File: src/rtl/front_instr_fifo.sv
// Byte-stream instruction FIFO between the word-wide prefetch stage and the decoder.
// Words go in 16 bits at a time; the decoder sees the next two bytes and pops 0..2 per cycle.
`timescale 1ns/1ps
module front_instr_fifo #(
  parameter int DEPTH_LOG2 = 3
) (
  input  logic        wb_clk_i,
  input  logic        wb_rst_i,
  input  logic        flush,
  input  logic        load_cs_ip,
  input  logic [15:0] requested_cs,
  input  logic [15:0] requested_ip,
  input  logic [15:0] fifo_dat_i,
  input  logic        wr_fifo,
  output logic        fifo_full,
  output logic [15:0] rd_dat,
  output logic [1:0]  avail,
  input  logic [1:0]  consume,
  output logic [15:0] out_cs,
  output logic [15:0] out_ip,
  output logic        err_ovf
);

  localparam int DEPTH = 2 ** DEPTH_LOG2;
  localparam int WP_W  = DEPTH_LOG2 + 1;
  localparam int BP_W  = DEPTH_LOG2 + 2;
  localparam int CNT_W = DEPTH_LOG2 + 2;

  logic [15:0]       mem_q [DEPTH];
  logic [WP_W-1:0]   wr_wptr_q, wr_wptr_d;
  logic [BP_W-1:0]   rd_bptr_q, rd_bptr_d;
  logic [CNT_W-1:0]  cnt_q, cnt_d;
  logic              odd_first_q, odd_first_d;
  logic              err_ovf_q, err_ovf_d;
  logic [15:0]       out_cs_q, out_cs_d;
  logic [15:0]       out_ip_q, out_ip_d;

  logic [WP_W-1:0]       words_used;
  logic                  restart;
  logic                  wr_ok;
  logic                  mem_we;
  logic [1:0]            pop_n;
  logic [1:0]            wr_amt;
  logic [DEPTH_LOG2-1:0] idx0, idx1;
  logic [15:0]           word0, word1;
  logic [7:0]            byte0, byte1;

  function automatic logic [1:0] sat2(input logic [CNT_W-1:0] v);
    return (v >= CNT_W'(2)) ? 2'd2 : v[1:0];
  endfunction

  function automatic logic [1:0] min2(input logic [1:0] a, input logic [1:0] b);
    return (a > b) ? b : a;
  endfunction

  assign words_used = wr_wptr_q - rd_bptr_q[BP_W-1:1];
  assign fifo_full  = (words_used >= WP_W'(DEPTH - 1));
  assign avail      = sat2(cnt_q);
  assign restart    = flush | load_cs_ip;
  assign wr_ok      = wr_fifo & ~restart & (words_used != WP_W'(DEPTH));
  assign mem_we     = wr_ok & ~wb_rst_i;
  assign pop_n      = min2(consume, avail);
  assign wr_amt     = odd_first_q ? 2'd1 : 2'd2;

  // Second byte lives in the next slot when the read pointer sits on an odd byte.
  assign idx0  = rd_bptr_q[DEPTH_LOG2:1];
  assign idx1  = rd_bptr_q[0] ? idx0 + DEPTH_LOG2'(1) : idx0;
  assign word0 = mem_q[idx0];
  assign word1 = mem_q[idx1];
  assign byte0 = rd_bptr_q[0] ? word0[15:8] : word0[7:0];
  assign byte1 = rd_bptr_q[0] ? word1[7:0]  : word0[15:8];

  assign rd_dat  = {(avail == 2'd2) ? byte1 : 8'h00, (avail != 2'd0) ? byte0 : 8'h00};
  assign out_cs  = out_cs_q;
  assign out_ip  = out_ip_q;
  assign err_ovf = err_ovf_q;

  always_comb begin
    wr_wptr_d   = wr_wptr_q;
    rd_bptr_d   = rd_bptr_q;
    cnt_d       = cnt_q;
    odd_first_d = odd_first_q;
    err_ovf_d   = err_ovf_q;
    out_cs_d    = out_cs_q;
    out_ip_d    = out_ip_q;
    if (restart) begin
      wr_wptr_d   = '0;
      rd_bptr_d   = {{(BP_W-1){1'b0}}, requested_ip[0]};
      cnt_d       = '0;
      odd_first_d = requested_ip[0];
      err_ovf_d   = 1'b0;
      out_cs_d    = requested_cs;
      out_ip_d    = requested_ip;
    end else begin
      rd_bptr_d = rd_bptr_q + BP_W'(pop_n);
      out_ip_d  = out_ip_q + 16'(pop_n);
      if (wr_ok) begin
        wr_wptr_d   = wr_wptr_q + WP_W'(1);
        cnt_d       = cnt_q + CNT_W'(wr_amt) - CNT_W'(pop_n);
        odd_first_d = 1'b0;
      end else begin
        cnt_d = cnt_q - CNT_W'(pop_n);
        if (wr_fifo) err_ovf_d = 1'b1;
      end
    end
  end

  always_ff @(posedge wb_clk_i or posedge wb_rst_i) begin
    if (wb_rst_i) begin
      wr_wptr_q   <= '0;
      rd_bptr_q   <= '0;
      cnt_q       <= '0;
      odd_first_q <= 1'b0;
      err_ovf_q   <= 1'b0;
      out_cs_q    <= 16'hF000;
      out_ip_q    <= 16'hFFF0;
    end else begin
      wr_wptr_q   <= wr_wptr_d;
      rd_bptr_q   <= rd_bptr_d;
      cnt_q       <= cnt_d;
      odd_first_q <= odd_first_d;
      err_ovf_q   <= err_ovf_d;
      out_cs_q    <= out_cs_d;
      out_ip_q    <= out_ip_d;
    end
  end

  always_ff @(posedge wb_clk_i) begin
    if (mem_we) mem_q[wr_wptr_q[DEPTH_LOG2-1:0]] <= fifo_dat_i;
  end

endmodule
File: config.mk
export PLATFORM = sky130hd
export DESIGN_NAME = front_instr_fifo
export DESIGN_NICKNAME = d
export VERILOG_FILES = /design/src/rtl/front_instr_fifo.sv
export SDC_FILE = /design/constraint.sdc
export NUM_CORES = 1
export LEC_CHECK = 0
export ABC_AREA = 1
export BUFFER_PORTS_ARGS = -buffer_cell sky130_fd_sc_hd__buf_2
export CAP_MARGIN = 20
export CORE_MARGIN = 2
export CORE_UTILIZATION = 58
export DETAILED_ROUTE_END_ITERATION = 16
export GPL_TIMING_DRIVEN = 1
export HOLD_SLACK_MARGIN = 0.08
export PLACE_DENSITY = 0.81
export SYNTH_ARGS = -nofsm -noshare
export SYNTH_HDL_FRONTEND = slang
export SYNTH_SLANG_ARGS = --single-unit
export TNS_END_PERCENT = 10
File: constraint.sdc
create_clock -name wb_clk_i -period 3.7 [get_ports wb_clk_i]
set_input_delay 0.74 -clock wb_clk_i [delete_from_list [all_inputs] [get_ports wb_clk_i]]
set_output_delay 0.74 -clock wb_clk_i [all_outputs]
set_load 0.02 [all_outputs]
# Yosys cells after proc, flatten, opt, wreduce, memory -nomap -nowiden
# Memories as Yosys holds them, arrays and structs flattened.
# Cells that the tools add are included.
word_totals:
  register_bits: 48
  mem_bits_rw: 128
  out_inout_bits: 52
  n_memories: 1
classes:
  add_sub_neg: 8
  magnitude_cmp: 3
  eq_ne: 3
  muxes: 21
  bitwise_logic: 6
  reduce_logical: 4
mem_list:
  columns: ["memory", "depth", "word_bits", "read_ports", "rd_clocked_by_memory_dff", "wr", "line", "rtl"]
  rows:
  - ["mem_q", 8, 16, 2, 0, 1, "29", "logic [15:0] mem_q [DEPTH];"]
op_table:
  columns: ["op", "n"]
  rows:
  - ["$mux 8", 4]
  - ["$add 16x2->16", 1]
  - ["$mux 16", 1]
  - ["$mux 5", 3]
  - ["$add 5x2->5", 2]
  - ["$sub 5x2->5", 2]
  - ["$mux 4", 2]
  - ["$mux 1", 7]
  - ["$mux 2", 3]
  - ["$reduce_bool 2->1", 3]
  - ["$ge 5x2->1 const B", 1]
  - ["$add 4x1->4 const B", 1]
  - ["$ge 4x3->1 const B", 1]
  - ["$ne 4x4->1 const B", 1]
  - ["$sub 4x4->4", 1]
  - ["$add 3x1->3 const B", 1]
  - ["$and 1x1->1", 3]
  - ["$mux 3", 1]
  - ["$eq 2x2->1 const B", 1]
  - ["$gt 2x2->1", 1]
  - ["$ne 2x2->1 const B", 1]
  - ["$not 1->1", 2]
  - ["$reduce_and 2->1", 1]
  - ["$or 1x1->1", 1]

# Depth between registers and ports, before layout
depth:
  ltp_word: 7
  ltp_mapped: 20
  ltp_nobuf: 20

# Least setup slack after synthesis
# OpenSTA, ideal clock, no wires.
synth_path:
  kind: "register -> register"
  start: "reg cnt_q[3]"
  end: "reg cnt_q[4]"
  setup_time_ns: 0.083
  t_arrival_ns: 3.444
  required_time_ns: 3.617
  path_slack_ns: 0.173
  stages_incl_launch_ff: 19
  period_less_slack_ns: 3.527
  cell_sequence: "dfrtp_1 inv_1 ha_1 o21ai_1 nand2_1 nor2_1 ha_1 inv_1 o21ai_0 o21ai_0 ha_1 inv_1 ha_1 inv_1 fa_1 o21ai_0 xor2_1 or2_1 o21ai_0"
synth_via:
  elab_chain_cells: 7
  word_cells_on_any_way: 9
  classes_between: "add/sub: 3; order compare: 2; mux: 4"
synth_rtl:
  columns: ["element", "line", "rtl"]
  rows:
  - ["from (decl)", "32", "logic [CNT_W-1:0] cnt_q, cnt_d;"]
  - ["from (signal assigned)", "120", "cnt_q <= cnt_d;"]
  - ["$ge 5x2->1 *", "49", "return (v >= CNT_W'(2)) ? 2'd2 : v[1:0];"]
  - ["$mux 2 *", "49", null]
  - ["named net avail[0]", "17", "output logic [1:0] avail,"]
  - ["$gt 2x2->1", "53", "return (a > b) ? b : a;"]
  - ["$mux 2 *", "53", null]
  - ["$sub 5x2->5 (on tied branches)", "102, 99", null]
  - ["$mux 5 *", "97", "if (wr_ok) begin"]
  - ["$mux 5 *", "86", "if (restart) begin"]
  - ["named net cnt_d[4]", "32", null]
# The timed path passes the listed nets; every way through them passes the cells marked *.
# A chain may end at the register's enable or synchronous reset.

# Worst setup path after layout
layout_path:
  start: "reg cnt_q[3]"
  end: "reg cnt_q[4]"
layout_via:
  elab_chain_cells: 7
  word_cells_on_any_way: 9
  classes_between: "add/sub: 3; order compare: 2; mux: 4"
layout_rtl:
  columns: ["element", "line"]
  rows:
  - ["$ge 5x2->1", "49"]
  - ["$mux 2", "49"]
  - ["$gt 2x2->1", "53"]
  - ["$mux 2", "53"]
  - ["$sub 5x2->5 (on tied branches)", "102, 99"]
  - ["$mux 5 *", "97"]
  - ["$mux 5 *", "86"]
  - ["named net cnt_d[4]", "32"]
# Marked as above.

==> reports/qor.txt <==
die width: 128.1 um
CTS root buf: clkbuf_16
Clk network pwr share: 27.7%
largest net degree at the start of global routing: 55
Seq pwr share: 34.4%
clock sink count: 176
Top Family by Delay on Critical Path: adder cells
Max Clock Skew: 0.007920 ns
Critical Path Sink Type: flop
RSZ-0062 raised after global routing: no
Starting DRT DRC Count: 657
area of the multi-input gates: 3329 um2
design internal power: 4.119 mW
via density per instance: 5.688
nets@finish: 1132
required time of the critical path: 4.05 ns
Max VDD drop: 367.4 uV
Yosys cell types: 39
Routed wire per std cell: 17.12 um
Final Hold Slack: 0.3401 ns
dpl hpwl: 13280 um
Core Footprint: 15150 um2
Syn-to-layout area delta: 14.46%
sw power: 2.525 mW
fmax: 291.7 MHz
clock tree buffer depth: 2
FF/Latch Area: 5066 um2
FP Rows: 45
status: finished clean
Post-synth EDFFs: 128
asr flop ratio synth: 27.27%
Min-Delay Path Class: input port to asynchronous set/reset pin
Inserted Clock Buffers: 17
Synth warnings: 0
GP Congestion: 0.8384
# diodes: 0
worst-path cell chain: inv_1 -> ha_1 -> o21ai_1 -> nand3_1 -> ha_1 -> o22ai_1 -> o21ai_0 -> o21ai_1 -> ha_1 -> inv_1 -> ha_1 -> inv_1 -> fa_1 -> o21ai_0 -> xor2_1 -> or2_1 -> o21ai_0
Final Hold Fails: 0
top-count cell post-synth: nand2_1
CP Launch Type: flop
Worst Path Max Fanout: 5
Initial Utilization: 58.98%
GR Overflow Total: 0
PortBufs: 106
Yosys top cell by area: edfxtp_1
IO Count: 107
GRT Util Overall: 26.96%
final wirelength: 21400 um
ys flop type: edfxtp_1
Mapped Cells: 948
first-pass GRT wire length: 33660 um
Leak Pwr: 4.489 nW
combinational power share: 38.0%
slowest stage delay, CP: 0.40 ns
switch share: 38.00%
Final Util: 67.50%
htree depth: 4
Post-Place Cells: 1217
fraction of layout cells with a size suffix above 1: 18.83%
Final ANT Viol Nets: 0
post-route minimum period: 3.429 ns
syn_nets: 1031
setup TNS: 0 ns
final setup fails: 0
max_cap viols: 0
antenna violations before repair: 0
Setup CP Type: flop to flop
synthesized area per cell: 9.422 um2
Clk pin slew, worst setup/hold paths: 0.06 ns
drc violations: 0
design area: 10220 um2
drt first pass iters: 5
Fillers: 1183
top post-synthesis cells by count: nand2_1 (303), nand3_1 (166), edfxtp_1 (128)
Clock Latency Late Sink: 0.43 ns
top cells by area, synth: edfxtp_1 (43%), nand2_1 (13%), nand3_1 (9.3%)
Slowest cell on crit path: fa_1
Post-Place Cell Area: 9588 um2
Slew Viols, Final: 0
vias in the first global route: 6689
DR vias: 7110
CTS tree: built
most frequent cell on the critical path: ha_1
final cell count without fillers: 1250
die area: 16410 um2
synthesized area: 8932 um2
critical path arrival: 3.78 ns
Die Y: 128.1 um
reg-to-reg setup timing slack: 0.27 ns
Synth top area share: 43.03%
PwrDens: 649.9 nW/um2
Slew @ Worst Pin: 0.5954 ns
Tcrit/Tclk final: 92.67%
CP Buf/Inv Count: 3
sequential area share after synthesis: 56.70%
relative slew slack: 60.16%
flops & latches, synth: 176
[timing repair]
action	CTS	global route
resized for setup	0	2
endpoints found under the hold margin	0	0
hold buffers	0	0
buffers inserted	0	0
setup endpoints to repair	0	4
[cells in the final DEF (no fill, tap or decap), types with 3 or more instances in the layout]
master and count:
fa_1 6, a31oi_1 10, nand2_4 3, or2_1 3, dfrtp_1 31, nand3_1 166, o211ai_1 14, xor2_1 11
clkbuf_16 17, ha_1 22, a21oi_1 11, edfxtp_1 128, dfstp_2 16, buf_4 18, nor2_1 36, inv_1 67
inv_2 6, bufinv_16 3, nor3_1 5, xnor2_1 5, o21ai_1 3, nand2_1 303, clkinvlp_4 4, nand2_2 3
o21ai_0 32, nor2_2 4, nand3_2 4, buf_2 106
[power groups by stage]
stage	clock, mW	sequential (mW)	combinational, mW
after floorplan	0	2.34	1.82
after global placement	0	2.32	2.42
after detailed placement	0	2.32	2.48
after CTS	1.85	2.28	2.50
after global routing	1.94	2.29	2.79
final	1.84	2.28	2.52
[state kept, by name (all words and copies together), names as in the netlist]
| register | flops |
|---|---|
| out_cs | 16 |
| cnt_q | 5 |
| wr_wptr_q | 4 |
| mem_q | 128 |
| odd_first_q | 1 |
| rd_bptr_q | 5 |
| err_ovf | 1 |
| out_ip | 16 |
[layer usage]
layer | share of wire [%] | routed length [um] | track usage, % | vias up
li1 | - | - | - | 3389
met1 | 40 | 8533 | 34.61 | 3307
met2 | 50 | 10610 | 45.20 | 368
met3 | 8.3 | 1778 | 5.134 | 46
met4 | 2.2 | 481 | 11.38 | 0
met5 | 0 | 0 | 0 | -
[area by class of cell]
class | instances | share of cell area [%]
Timing Repair Buffer | 126 | 6.902
Clock inverter | 12 | 1.530
Multi-Input combinational cell | 655 | 32.57
Sequential cell | 176 | 49.55
Clock buffer | 20 | 4.467
Tap cell | 188 | 2.301
Inverter | 73 | 2.680
[final timing paths]
kind / start / to / cells past startpoint
max: cnt_q[3]$_DFF_PP0_ / cnt_q[4]$_DFF_PP0_ / 17
min: wb_rst_i / wr_wptr_q[3]$_DFFE_PP0P_ / 2
max reg2reg: cnt_q[3]$_DFF_PP0_ / cnt_q[4]$_DFF_PP0_ / 17
min reg2reg: out_cs[12]$_DFFE_PP1N_ / out_cs[12]$_DFFE_PP1N_ / 2
max in group asynchronous: wb_rst_i / out_ip[12]$_DFF_PP1_ / 3
min in group wb_clk_i: out_cs[12]$_DFFE_PP1N_ / out_cs[12]$_DFFE_PP1N_ / 2
[cells by family (layout without fill, tap and decap cells)]
logic type,Yosys count,after routing,synth area share [%]
adders and majority gates,28,28,4.426
buffers and inverters,117,231,6.107
AOI/OAI and AO/OA,77,77,5.267
DFF,176,176,56.70
and+or+nand+nor,533,533,25.75
xor gates and xnor gates,17,17,1.751
[stage by stage]
| step | setup slack, ns | power, mW |
|---|---|---|
| 2_1_floorplan | 0.1730 | 4.160 |
| 3_3_place_gp | 0.3367 | 4.738 |
| 3_5_place_dp | 0.1867 | 4.803 |
| 4_1_cts | 0.1452 | 6.634 |
| 5_1_grt | 0.01144 | 7.017 |
| 6_report | 0.2713 | 6.644 |
[worst register-to-register path: stages, from the launching register on]
cell	delay, ns
dfrtp_1	0.36
inv_1	0.10
ha_1	0.21
o21ai_1	0.13
nand3_1	0.12
ha_1	0.31
o22ai_1	0.14
o21ai_0	0.14
o21ai_1	0.27
ha_1	0.28
inv_1	0.05
ha_1	0.16
inv_1	0.05
fa_1	0.40
o21ai_0	0.24
xor2_1	0.09
or2_1	0.22
o21ai_0	0.07
No activity file was read; power rests on OpenSTA's default activity.
